`config.mk`:
```
export PLATFORM = sky130hd
export DESIGN_NAME = axil_status_poller
export DESIGN_NICKNAME = d
export VERILOG_FILES = /design/src/rtl/axil_status_poller_pkg.sv /design/src/rtl/axil_status_poller_poll_timer.sv /design/src/rtl/axil_status_poller.sv
export SDC_FILE = /design/constraint.sdc
export NUM_CORES = 1
export LEC_CHECK = 0
export BUFFER_PORTS_ARGS = -buffer_cell sky130_fd_sc_hd__buf_2
export CAP_MARGIN = 5
export CORE_MARGIN = 5
export CORE_UTILIZATION = 48
export CTS_BUF_LIST = sky130_fd_sc_hd__clkbuf_4
export CTS_CLUSTER_SIZE = 8
export DETAILED_ROUTE_END_ITERATION = 8
export HOLD_SLACK_MARGIN = 0.05
export PLACE_DENSITY = 0.76
export SKIP_LAST_GASP = 1
export SLEW_MARGIN = 20
export SYNTH_ARGS = -nofsm -noshare
export SYNTH_HDL_FRONTEND = slang
export SYNTH_SLANG_ARGS = --single-unit
```
`constraint.sdc`:
```
create_clock -name clk -period 4.1 [get_ports clk]
set_input_delay 0.41 -clock clk [delete_from_list [all_inputs] [get_ports clk]]
set_output_delay 0.41 -clock clk [all_outputs]
set_load 0.1 [all_outputs]
```
`src/rtl/axil_status_poller_pkg.sv`:
```
// Shared definitions for the AXI4-Lite status poller: response codes, FSM
// state encoding and the register address helper.
package axil_status_poller_pkg;

    localparam logic [1:0] RESP_OKAY   = 2'b00;
    localparam logic [1:0] RESP_SLVERR = 2'b10;
    localparam logic [1:0] RESP_DECERR = 2'b11;

    typedef enum logic [1:0] {
        ST_IDLE,
        ST_ADDR,
        ST_DATA,
        ST_EMIT
    } poll_state_t;

    // Byte address of register idx; wraps modulo 2^32 like the AXI address bus.
    function automatic logic [31:0] reg_addr(input logic [31:0] base, input logic [7:0] idx);
        return base + {22'd0, idx, 2'b00};
    endfunction

    function automatic logic [15:0] sat_inc16(input logic [15:0] value);
        return (value == 16'hFFFF) ? value : value + 16'd1;
    endfunction

endpackage

```
`src/rtl/axil_status_poller_poll_timer.sv`:
```
// Free-running sweep interval timer: counts while enabled and not held,
// pulses expire for one cycle every POLL_CYCLES counted cycles.
module axil_status_poller_poll_timer #(
    parameter int unsigned POLL_CYCLES = 250000
) (
    input  logic clk,
    input  logic reset,
    input  logic enable,
    input  logic hold,
    output logic expire
);

    localparam int unsigned        CNT_W    = $clog2(POLL_CYCLES);
    localparam logic [CNT_W-1:0]   TERMINAL = CNT_W'(POLL_CYCLES - 1);
    localparam logic [CNT_W-1:0]   CNT_ONE  = CNT_W'(1);

    logic [CNT_W-1:0] count_reg;
    logic [CNT_W-1:0] count_next;
    logic             running;

    assign running = enable && !hold;
    assign expire  = running && (count_reg == TERMINAL);

    // Any pause (disabled or a sweep in flight) restarts the interval from zero.
    always_comb begin
        count_next = count_reg + CNT_ONE;
        if (!running || expire) begin
            count_next = '0;
        end
    end

    always_ff @(posedge clk) begin
        if (reset) begin
            count_reg <= '0;
        end else begin
            count_reg <= count_next;
        end
    end

endmodule

```
`src/rtl/axil_status_poller.sv`:
```
// AXI4-Lite read-only master that sweeps REG_COUNT consecutive 32-bit registers
// and streams each word out tagged with its index and read response.
module axil_status_poller
    import axil_status_poller_pkg::*;
#(
    parameter logic [31:0] BASE_ADDR   = 32'h0000_0000,
    parameter int unsigned REG_COUNT   = 16,
    parameter int unsigned POLL_CYCLES = 250000
) (
    input  logic        clk,
    input  logic        reset,
    input  logic        enable,
    input  logic        trigger,
    output logic [31:0] M_AXI_ARADDR,
    output logic        M_AXI_ARVALID,
    output logic [2:0]  M_AXI_ARPROT,
    input  logic        M_AXI_ARREADY,
    input  logic [31:0] M_AXI_RDATA,
    input  logic        M_AXI_RVALID,
    input  logic [1:0]  M_AXI_RRESP,
    output logic        M_AXI_RREADY,
    output logic [31:0] out_tdata,
    output logic [7:0]  out_index,
    output logic [1:0]  out_resp,
    output logic        out_tlast,
    output logic        out_tvalid,
    input  logic        out_tready,
    output logic        busy,
    output logic [31:0] sweep_count,
    output logic [15:0] error_count
);

    localparam logic [7:0] LAST_IDX = 8'(REG_COUNT - 1);

    poll_state_t state_reg;
    logic [7:0]  idx_reg;
    logic [7:0]  idx_next;
    logic [31:0] araddr_reg;
    logic        arvalid_reg;
    logic        rready_reg;
    logic [31:0] tdata_reg;
    logic [7:0]  index_reg;
    logic [1:0]  resp_reg;
    logic        tlast_reg;
    logic        tvalid_reg;
    logic [31:0] sweep_count_reg;
    logic [15:0] error_count_reg;
    logic        pending_reg;
    logic        timer_expire;
    logic        sweep_start;

    axil_status_poller_poll_timer #(
        .POLL_CYCLES (POLL_CYCLES)
    ) u_poll_timer (
        .clk    (clk),
        .reset  (reset),
        .enable (enable),
        .hold   (busy),
        .expire (timer_expire)
    );

    assign idx_next    = idx_reg + 8'd1;
    assign sweep_start = trigger || pending_reg || timer_expire;

    always_ff @(posedge clk) begin
        if (reset) begin
            state_reg       <= ST_IDLE;
            idx_reg         <= '0;
            araddr_reg      <= '0;
            arvalid_reg     <= 1'b0;
            rready_reg      <= 1'b0;
            tdata_reg       <= '0;
            index_reg       <= '0;
            resp_reg        <= RESP_OKAY;
            tlast_reg       <= 1'b0;
            tvalid_reg      <= 1'b0;
            sweep_count_reg <= '0;
            error_count_reg <= '0;
            pending_reg     <= 1'b0;
        end else begin
            // A trigger that arrives mid-sweep is remembered (one deep).
            if (trigger && (state_reg != ST_IDLE)) begin
                pending_reg <= 1'b1;
            end

            case (state_reg)
                ST_IDLE: begin
                    if (sweep_start) begin
                        pending_reg <= 1'b0;
                        idx_reg     <= '0;
                        araddr_reg  <= reg_addr(BASE_ADDR, 8'd0);
                        arvalid_reg <= 1'b1;
                        state_reg   <= ST_ADDR;
                    end
                end
                ST_ADDR: begin
                    if (M_AXI_ARREADY) begin
                        arvalid_reg <= 1'b0;
                        rready_reg  <= 1'b1;
                        state_reg   <= ST_DATA;
                    end
                end
                ST_DATA: begin
                    if (M_AXI_RVALID) begin
                        rready_reg <= 1'b0;
                        tdata_reg  <= M_AXI_RDATA;
                        resp_reg   <= M_AXI_RRESP;
                        index_reg  <= idx_reg;
                        tlast_reg  <= (idx_reg == LAST_IDX);
                        tvalid_reg <= 1'b1;
                        if (M_AXI_RRESP != RESP_OKAY) begin
                            error_count_reg <= sat_inc16(error_count_reg);
                        end
                        state_reg <= ST_EMIT;
                    end
                end
                ST_EMIT: begin
                    // The next read waits for the consumer, so stalls never lose words.
                    if (out_tready) begin
                        tvalid_reg <= 1'b0;
                        if (tlast_reg) begin
                            sweep_count_reg <= sweep_count_reg + 32'd1;
                            state_reg       <= ST_IDLE;
                        end else begin
                            idx_reg     <= idx_next;
                            araddr_reg  <= reg_addr(BASE_ADDR, idx_next);
                            arvalid_reg <= 1'b1;
                            state_reg   <= ST_ADDR;
                        end
                    end
                end
                default: begin
                    state_reg <= ST_IDLE;
                end
            endcase
        end
    end

    assign busy          = (state_reg != ST_IDLE);
    assign M_AXI_ARADDR  = araddr_reg;
    assign M_AXI_ARVALID = arvalid_reg;
    assign M_AXI_ARPROT  = 3'b000;
    assign M_AXI_RREADY  = rready_reg;
    assign out_tdata     = tdata_reg;
    assign out_index     = index_reg;
    assign out_resp      = resp_reg;
    assign out_tlast     = tlast_reg;
    assign out_tvalid    = tvalid_reg;
    assign sweep_count   = sweep_count_reg;
    assign error_count   = error_count_reg;

endmodule
```
==> results.toml, run 1 <==
[run_status]
status = "completed"

[synth]
synthTopCellsByArea = "dfxtp_1 45%, nand2_1 7.4%, a21oi_1 5.7%, xor2_1 5.5%, nor2_1 5.0%"
netlist-cell-type-count = 47
syn_area_per_cell_um2 = 8.32
synth_top_area_share_pct = 45.1
ys_async_sr_fraction_pct = 0
synth_area_leader_cell = "dfxtp_1"
synth_flop_cell = "dfxtp_1"
synth-warning-count = 0
ys_seq_area_share_pct = 45.1
syn_inst = 656
synth-edff-count = 0
ys_ff_latch = 123
syn_area_mm2 = 0.00546

[grt]
grt_pass1_wl_mm = 20.5
grt_max_degree = 63
grt_pass1_vias = 4401
gr-total-overflow = 0
grt_util_all_layers_pct = 18.9
antenna_found_initial = 0

[clocking]
ctsResizeCount = 0
ctsHoldBuffers = 0
post-cts-setup-buffers = 0
cts_buffers = 17
cts_tree = "yes"
clock_latency_ns = 0.53
cts.sinks = 123
cts_max_path_buffers = 2
root_buffer = "clkbuf_4"
htree_levels = 4
clk_pin_slew_ns = 0.10

[timing]
rsz0062_at_grt = "false"
period_share_pct = 60.4
report.final.slew_viol_count = 0
max_freq_mhz = 404
tightest_slew_ns = 0.617
period_needed_ns = 2.48
setup_violations = 0
hold_violations = 0
finalSetupTns_ns = 0
skew_ns = 0.0125
maxSlewHeadroom_pct = 58.9

[pwr]
vdd_ir_drop_max_mv = 0.335
combPwrFrac_pct = 32.6
internal_power_mw = 1.69
swShare_pct = 41.7
clock_power_share_pct = 22.7
cellPowerDensity_mw_per_mm2 = 456
p_leak_nw = 2.69
p_switching_mw = 1.21
seq_power_share_pct = 44.6

[worst_setup_path]
path_buf_inv = 0
crit_fanout = 19
cpMostUsedCell = "and4_1"
cp_slowest_cell = "ha_1"
endpoint_kind = "register"
critPathMaxStageDelay_ns = 0.56
path_cells = "ha_1 -> and4_1 -> and4_1 -> nand3_2 -> or3_1 -> a21oi_1"
worst_setup_path_start_kind = "register"
arrival_ns = 2.94
required_ns = 4.56
criticalPathCategory = "register to register"
worst_path_dominant_cell_family = "simple AND/OR/NAND/NOR gates"

[route]
wl_per_cell_um = 13.7
drt-pass1-iter-count = 5
drc_errors = 0
wl_mm = 12.9
vias = 4892
via_per_inst = 5.16
ant_nets = 0
initialDrtViolationCount = 230

[floorplan]
placementRows = 39
coreArea_mm2 = 0.0113
start_util_pct = 48.4
die_w_um = 117
die_h_um = 117
io_pins = 171
dieArea_mm2 = 0.0136

[placed_design]
gp_congestion = 0.821
dpl-instance-area_mm2 = 0.00617
dp_hpwl_mm = 9.39
io_buffers = 143

[layout]
seq_area_mm2 = 0.00246
diodes = 0
syn_to_final_growth_pct = 16.8
nFillCells = 1062
multiInputGateArea_mm2 = 0.00272
design_area_mm2 = 0.00637
drive_gt1_share_pct = 22.7
finalNetCount = 844

[min_path]
worstHoldPathType = "input port to register"

[flow_run]
max_cap_viol_count = 0
## tightest hold or removal path, delay by kind of cell
kind / cells / cell delay, ns
buffers and inverters: 1 / 0.10
AND/OR/NAND/NOR: 1 / 0.04
AO/OA/AOI/OAI: 1 / 0.05
## power groups by stage
stage	Sequential, mW	Combinational, mW	Clock [mW]
final	1.30	0.948	0.660
after floorplan	1.66	0.481	0
after CTS	1.30	0.952	0.691
after detailed placement	1.32	0.951	0
after global placement	1.32	0.934	0
after global routing	1.30	1.02	0.743
## stage by stage
step                      setup slack, ns  utilization [%]  cells  total power, mW  hold slack, ns
final                                1.62             56.5    948             2.91           0.114
after global routing                 1.43             56.5    948             3.06          0.0725
after CTS                            1.63             56.5    948             2.94          0.0654
after detailed placement             1.67             54.8    918             2.28           0.444
after global placement               1.75             54.8    918             2.25           0.439
after floorplan                      1.64                -    682             2.14           0.430
## synth_stat cells (2+ instances only)
cell       instances
nor3_1             9
or3b_2             2
buf_1              7
buf_2              3
o31ai_1            2
buf_4             27
dfxtp_1          123
nand4_2            2
a211oi_1           5
nand3_1           32
and3_1             7
or3_1              9
xnor2_1           21
inv_1             17
mux2i_1            2
xor2_1            34
or4_1              3
ha_1               9
nor3b_1            2
nor2_1            72
and4_1             9
o211ai_1           2
nand4_1           21
nand3b_1           2
and2_1             5
a31o_2             5
a21o_1             4
a2111oi_0          3
o21ai_0           12
nor4_1             4
clkbuf_1          17
a21oi_1           62
nand2_1          108
## per-layer routing
metal	share of wire [%]	vias up	track usage [%]
met5	0	-	0
met4	1.4	0	7.57
met3	9.9	13	6.94
met2	46	165	31.4
met1	42	2244	22.1
li1	-	2470	-
## cells in the final DEF, fill, tap and decap left out, types with 2 or more instances in the layout
master,n
a2111oi_0,3
a211oi_1,5
a21o_1,4
a21oi_1,62
a31o_2,5
and2_1,5
and3_1,7
and4_1,9
buf_2,142
buf_4,5
clkbuf_4,23
clkinv_1,6
conb_1,27
dfxtp_1,123
ha_1,9
inv_1,17
mux2i_1,2
nand2_1,108
nand3_1,32
nand3b_1,2
nand4_1,21
nand4_2,2
nor2_1,72
nor3_1,9
nor3b_1,2
nor4_1,4
o211ai_1,2
o21ai_0,12
o31ai_1,2
or3_1,9
or3b_2,2
or4_1,3
xnor2_1,21
xor2_1,34
## final cells by class
cell class / count / area share [%]
Multi-Input combinational cell: 488 / 42.7
Sequential cell: 123 / 38.6
Timing Repair Buffer: 147 / 11.7
Tap cell: 143 / 2.81
Clock buffer: 23 / 2.71
Inverter: 17 / 1.00
Clock inverter: 7 / 0.432
## kinds of logic after synthesis
| family | synth area share (%) |
|---|---|
| DFF | 45.1 |
| buffers and inverters | 6.81 |
| adders and majority gates | 2.06 |
| AOI/OAI and AO/OA | 11.0 |
| muxes | 0.367 |
| other | 0.0687 |
| and+or+nand+nor | 25.7 |
| xor gates and xnor gates | 8.83 |
## worst paths after layout
check,cells after the start,end,slack (ns),from
worst max-delay path,6,sweep_count[26],1.62,state_reg[1]
worst min-delay path,3,out_tdata[1],0.11,M_AXI_RDATA[1]
worst min register to register,2,out_tdata[11],0.45,out_tdata[11]
worst max register to register,6,sweep_count[26],1.62,state_reg[1]
No activity file was read; power rests on OpenSTA's default activity.
==> run 2: changes to the inputs <==
==> constraint.sdc (replaced) <==
create_clock -name clk -period 2.51 [get_ports clk]
set_input_delay 0.251 -clock clk [delete_from_list [all_inputs] [get_ports clk]]
set_output_delay 0.251 -clock clk [all_outputs]
set_load 0.1 [all_outputs]
==> results.toml, run 2 (synthesis gave the netlist of run 1 again) <==
[clocking]
ctsResizeCount = 0
cts_buffers = 17
root_buffer = "clkbuf_4"
cts_max_path_buffers = 2
cts_tree = "yes"
ctsHoldBuffers = 38
clock_latency_ns = 0.53
cts.sinks = 123
htree_levels = 4
clk_pin_slew_ns = 0.10
post-cts-setup-buffers = 0

[route]
ant_nets = 0
drt-pass1-iter-count = 4
vias = 5065
drc_errors = 0
wl_per_cell_um = 13.9
initialDrtViolationCount = 245
via_per_inst = 5.11
wl_mm = 13.8

[placed_design]
dp_hpwl_mm = 9.62
io_buffers = 143
gp_congestion = 0.815

[grt]
busiest_layer = "met2"
grt_util_all_layers_pct = 20.1
use_met3_pct = 6.94
antenna_found_initial = 1
grt_pass1_vias = 4769
grt_max_degree = 56
gr-total-overflow = 0
use_met2_pct = 34.1
met1_usage_pct = 23.5
grt_pass1_wl_mm = 21.9

[timing]
maxSlewHeadroom_pct = 59.9
rsz0062_at_grt = "false"
holdWs_ns = 0.110
skew_ns = 0.0140
hold_violations = 0
report.final.slew_viol_count = 0
tightest_slew_ns = 0.600
period_share_pct = 89.1
period_needed_ns = 2.24
finalSetupTns_ns = 0
setup_violations = 0
max_freq_mhz = 447

[floorplan]
dieArea_mm2 = 0.0136
coreArea_mm2 = 0.0113
die_h_um = 117
placementRows = 39
die_w_um = 117
io_pins = 171
start_util_pct = 48.4

[pwr]
p_leak_nw = 2.92
vdd_ir_drop_max_mv = 0.524
cellPowerDensity_mw_per_mm2 = 747

[layout]
final_common_cell = "buf_2"
diodes = 0
syn_to_final_growth_pct = 26.1
final_cell_mix = "142 x buf_2, 123 x dfxtp_1, 108 x nand2_1"
drive_gt1_share_pct = 22.6
finalNetCount = 886
postLayoutCoreUtil_pct = 61.0

[min_path]
worstHoldPathType = "input port to register"
whs_path_depth = 3
worstHoldStart = "M_AXI_RVALID"
min_to = "out_tvalid"

[worst_setup_path]
criticalPathCategory = "register to register"
crit_fanout = 7
required_ns = 2.97
path_cells = "inv_1 -> ha_1 -> or3b_2 -> a2bb2oi_1 -> nand4_2 -> or4_1 -> a21oi_1"
cp_slowest_cell = "or4_1"
critPathMaxStageDelay_ns = 0.54
worst_setup_path_start_kind = "register"
endpoint_kind = "register"
reg2reg_slack_ns = 0.27
arrival_ns = 2.70
r2r_start = "state_reg[1]"
reg2reg_to = "M_AXI_ARADDR[9]"
r2r_cells = 7

[flow_run]
max_cap_viol_count = 0

[run_status]
status = "completed"
run 2: layout make-up:
type                            count  area (µm²)
Timing Repair Buffer              189        1170
Fill cell                         982        4390
Clock inverter                     11         126
Sequential cell                   123        2460
Tap cell                          143         179
Inverter                           17        63.8
Clock buffer                       21         158
Multi-Input combinational cell    488        2720
run 2: power breakdown:
group	leakage [nW]	switching, mW	internal (mW)
Sequential	0.992	0.0689	2.05
Clock	0.163	0.679	0.717
Combinational	1.76	1.29	0.334
run 2: per-stage QoR:
| step | instance area (µm²) | setup WS, ns | cells | total power [mW] |
|---|---|---|---|---|
| finish | 6880 | 0.275 | 992 | 5.14 |
| global route | 6880 | 0.0981 | 992 | 5.41 |
| CTS | 6880 | 0.282 | 992 | 5.21 |
| detailed placement | 6210 | 0.308 | 922 | 3.74 |
| global placement | 6210 | 0.411 | 922 | 3.69 |
| floorplan | 5550 | 0.0492 | 682 | 3.50 |
run 2: how the worst max path moves through the flow:
stage	from	endpoint	slack, ns	cells past startpoint
after floorplan	sweep_count[6]	sweep_count[30]	0.05	5
after CTS	state_reg[1]	M_AXI_ARADDR[9]	0.28	7
final	state_reg[1]	M_AXI_ARADDR[9]	0.27	7
after global placement	state_reg[0]	M_AXI_ARADDR[9]	0.41	7
after detailed placement	state_reg[0]	M_AXI_ARVALID	0.31	7
after global routing	state_reg[0]	M_AXI_ARVALID	0.1	7
run 2: worst max-delay path: cells and delay by family, from the launching register on:
kind / cells / cell delay [ns]
simple gates: 3 / 1.02
buf+inv: 1 / 0.10
fa+ha+maj: 1 / 0.26
compound gates: 2 / 0.37
flops: 1 / 0.39
run 2: routing by layer:
layer | part of all wire (%) | wire [µm]
met1 | 43 | 5880
met2 | 48 | 6580
met3 | 8.9 | 1230
met4 | 0.93 | 128
met5 | 0.094 | 13
==> run 3: changes to the inputs <==
==> constraint.sdc (replaced) <==
create_clock -name clk -period 2.45 [get_ports clk]
set_input_delay 0.245 -clock clk [delete_from_list [all_inputs] [get_ports clk]]
set_output_delay 0.245 -clock clk [all_outputs]
set_load 0.1 [all_outputs]
==> results.toml, run 3 (synthesis gave the netlist of run 1 again) <==
[pwr]
p_leak_nw = 2.91
internal_power_mw = 3.05
p_switching_mw = 2.09
finalPower_mw = 5.14
vdd_ir_drop_max_mv = 0.595
combPwrFrac_pct = 32.5
clock_power_share_pct = 25.2
swShare_pct = 40.6
seq_power_share_pct = 42.3
cellPowerDensity_mw_per_mm2 = 747

[layout]
finalNetCount = 888
drive_gt1_share_pct = 22.7
final_cells = 992
seq_area_mm2 = 0.00246
multiInputGateArea_mm2 = 0.00272
final_cell_mix = "142 x buf_2, 121 x dfxtp_1, 108 x nand2_1"
nFillCells = 976
final_common_cell = "buf_2"
syn_to_final_growth_pct = 26.1
diodes = 0

[route]
wl_per_cell_um = 14.0
wl_mm = 13.9
ant_nets = 0
drt-pass1-iter-count = 5
vias = 5087
via_per_inst = 5.13
drc_errors = 0
initialDrtViolationCount = 278

[worst_setup_path]
reg2reg_to = "M_AXI_ARADDR[9]"
worst_setup_path_start_kind = "register"
endpoint_kind = "register"
r2r_cells = 7
required_ns = 2.91
criticalPathCategory = "register to register"
crit_fanout = 7
reg2reg_slack_ns = 0.25
r2r_start = "state_reg[0]"
arrival_ns = 2.67

[min_path]
whs_path_depth = 2
min_to = "out_tdata[25]"
worstHoldPathType = "register to register"
worstHoldStart = "out_tdata[25]"

[clocking]
htree_levels = 4
root_buffer = "clkbuf_4"
cts_max_path_buffers = 2
cts.sinks = 123
cts_tree = "yes"
ctsResizeCount = 0
clk_pin_slew_ns = 0.11
clock_latency_ns = 0.53
cts_buffers = 17

[timing]
tightest_slew_ns = 0.546
fin_ws_ns = 0.245
period_needed_ns = 2.20
skew_ns = 0.0228
report.final.slew_viol_count = 0
max_freq_mhz = 454
maxSlewHeadroom_pct = 62.6
hold_violations = 0
period_share_pct = 90.0
holdWs_ns = 0.459
setup_violations = 0
rsz0062_at_grt = "false"
finalSetupTns_ns = 0

[grt]
grt_max_degree = 57
grt_pass1_wl_mm = 22.1
antenna_found_initial = 0
grt_util_all_layers_pct = 20.2
gr-total-overflow = 0
grt_pass1_vias = 4802

[run_status]
status = "completed"

[floorplan]
dieArea_mm2 = 0.0136
coreArea_mm2 = 0.0113
die_h_um = 117
io_pins = 171
start_util_pct = 48.4
die_w_um = 117
placementRows = 39

[placed_design]
gp_congestion = 0.828
dp_hpwl_mm = 9.55
io_buffers = 143
dpl.cell_count = 922
post-place-ws_ns = 0.245

[flow_run]
max_cap_viol_count = 0
-- run 3: repair_timing --
| item | 4_1_cts | 5_1_grt |
|---|---|---|
| endpoints found under the hold margin | 43 | 0 |
| setup buffers | 0 | 0 |
| hold buffers | 40 | 0 |
-- run 3: worst max-delay path, stage by stage, from the launching register on --
cell,delay [ns]
dfxtp_1,0.38
inv_1,0.12
ha_1,0.29
or3b_2,0.25
a2bb2oi_1,0.23
nand4_2,0.20
or4_1,0.54
a21oi_1,0.15
-- run 3: power groups by stage --
| stage | logic [mW] | clock network (mW) | registers, mW |
|---|---|---|---|
| 6_report | 1.67 | 1.30 | 2.17 |
| 3_5_place_dp | 1.61 | 0 | 2.22 |
| 3_3_place_gp | 1.58 | 0 | 2.21 |
| 5_1_grt | 1.78 | 1.43 | 2.19 |
| 4_1_cts | 1.66 | 1.34 | 2.17 |
| 2_1_floorplan | 0.806 | 0 | 2.78 |
-- run 3: per-stage QoR --
stage                     utilization [%]  area, µm²
after floorplan                         -       5560
after global placement               55.3       6230
after detailed placement             55.3       6230
after CTS                            61.0       6880
after global routing                 61.0       6880
final                                61.0       6880
-- run 3: worst max-delay path by stage --
stage	startpoint	to	slack (ns)	cells after the start
2_1_floorplan	sweep_count[7]	sweep_count[30]	0.04	5
3_3_place_gp	state_reg[0]	M_AXI_ARADDR[9]	0.34	7
3_5_place_dp	state_reg[0]	M_AXI_ARADDR[9]	0.25	7
4_1_cts	state_reg[0]	M_AXI_ARADDR[9]	0.23	7
5_1_grt	state_reg[0]	M_AXI_ARADDR[9]	0.05	7
6_report	state_reg[0]	M_AXI_ARADDR[9]	0.25	7
-- run 3: area by class of cell --
cell class,count,area share [%]
Timing Repair Buffer,191,17.5
Multi-Input combinational cell,488,39.5
Tap cell,143,2.60
Clock buffer,19,2.07
Sequential cell,123,35.8
Clock inverter,11,1.53
Inverter,17,0.928
-- run 3: layer usage --
layer | wire length (µm) | GRT usage, % | up-vias
met4 | 204 | 8.18 | 0
met1 | 5940 | 23.9 | 2337
met2 | 6560 | 34.4 | 179
met3 | 1150 | 6.01 | 21
li1 | - | - | 2550
met5 | 0 | 0 | -
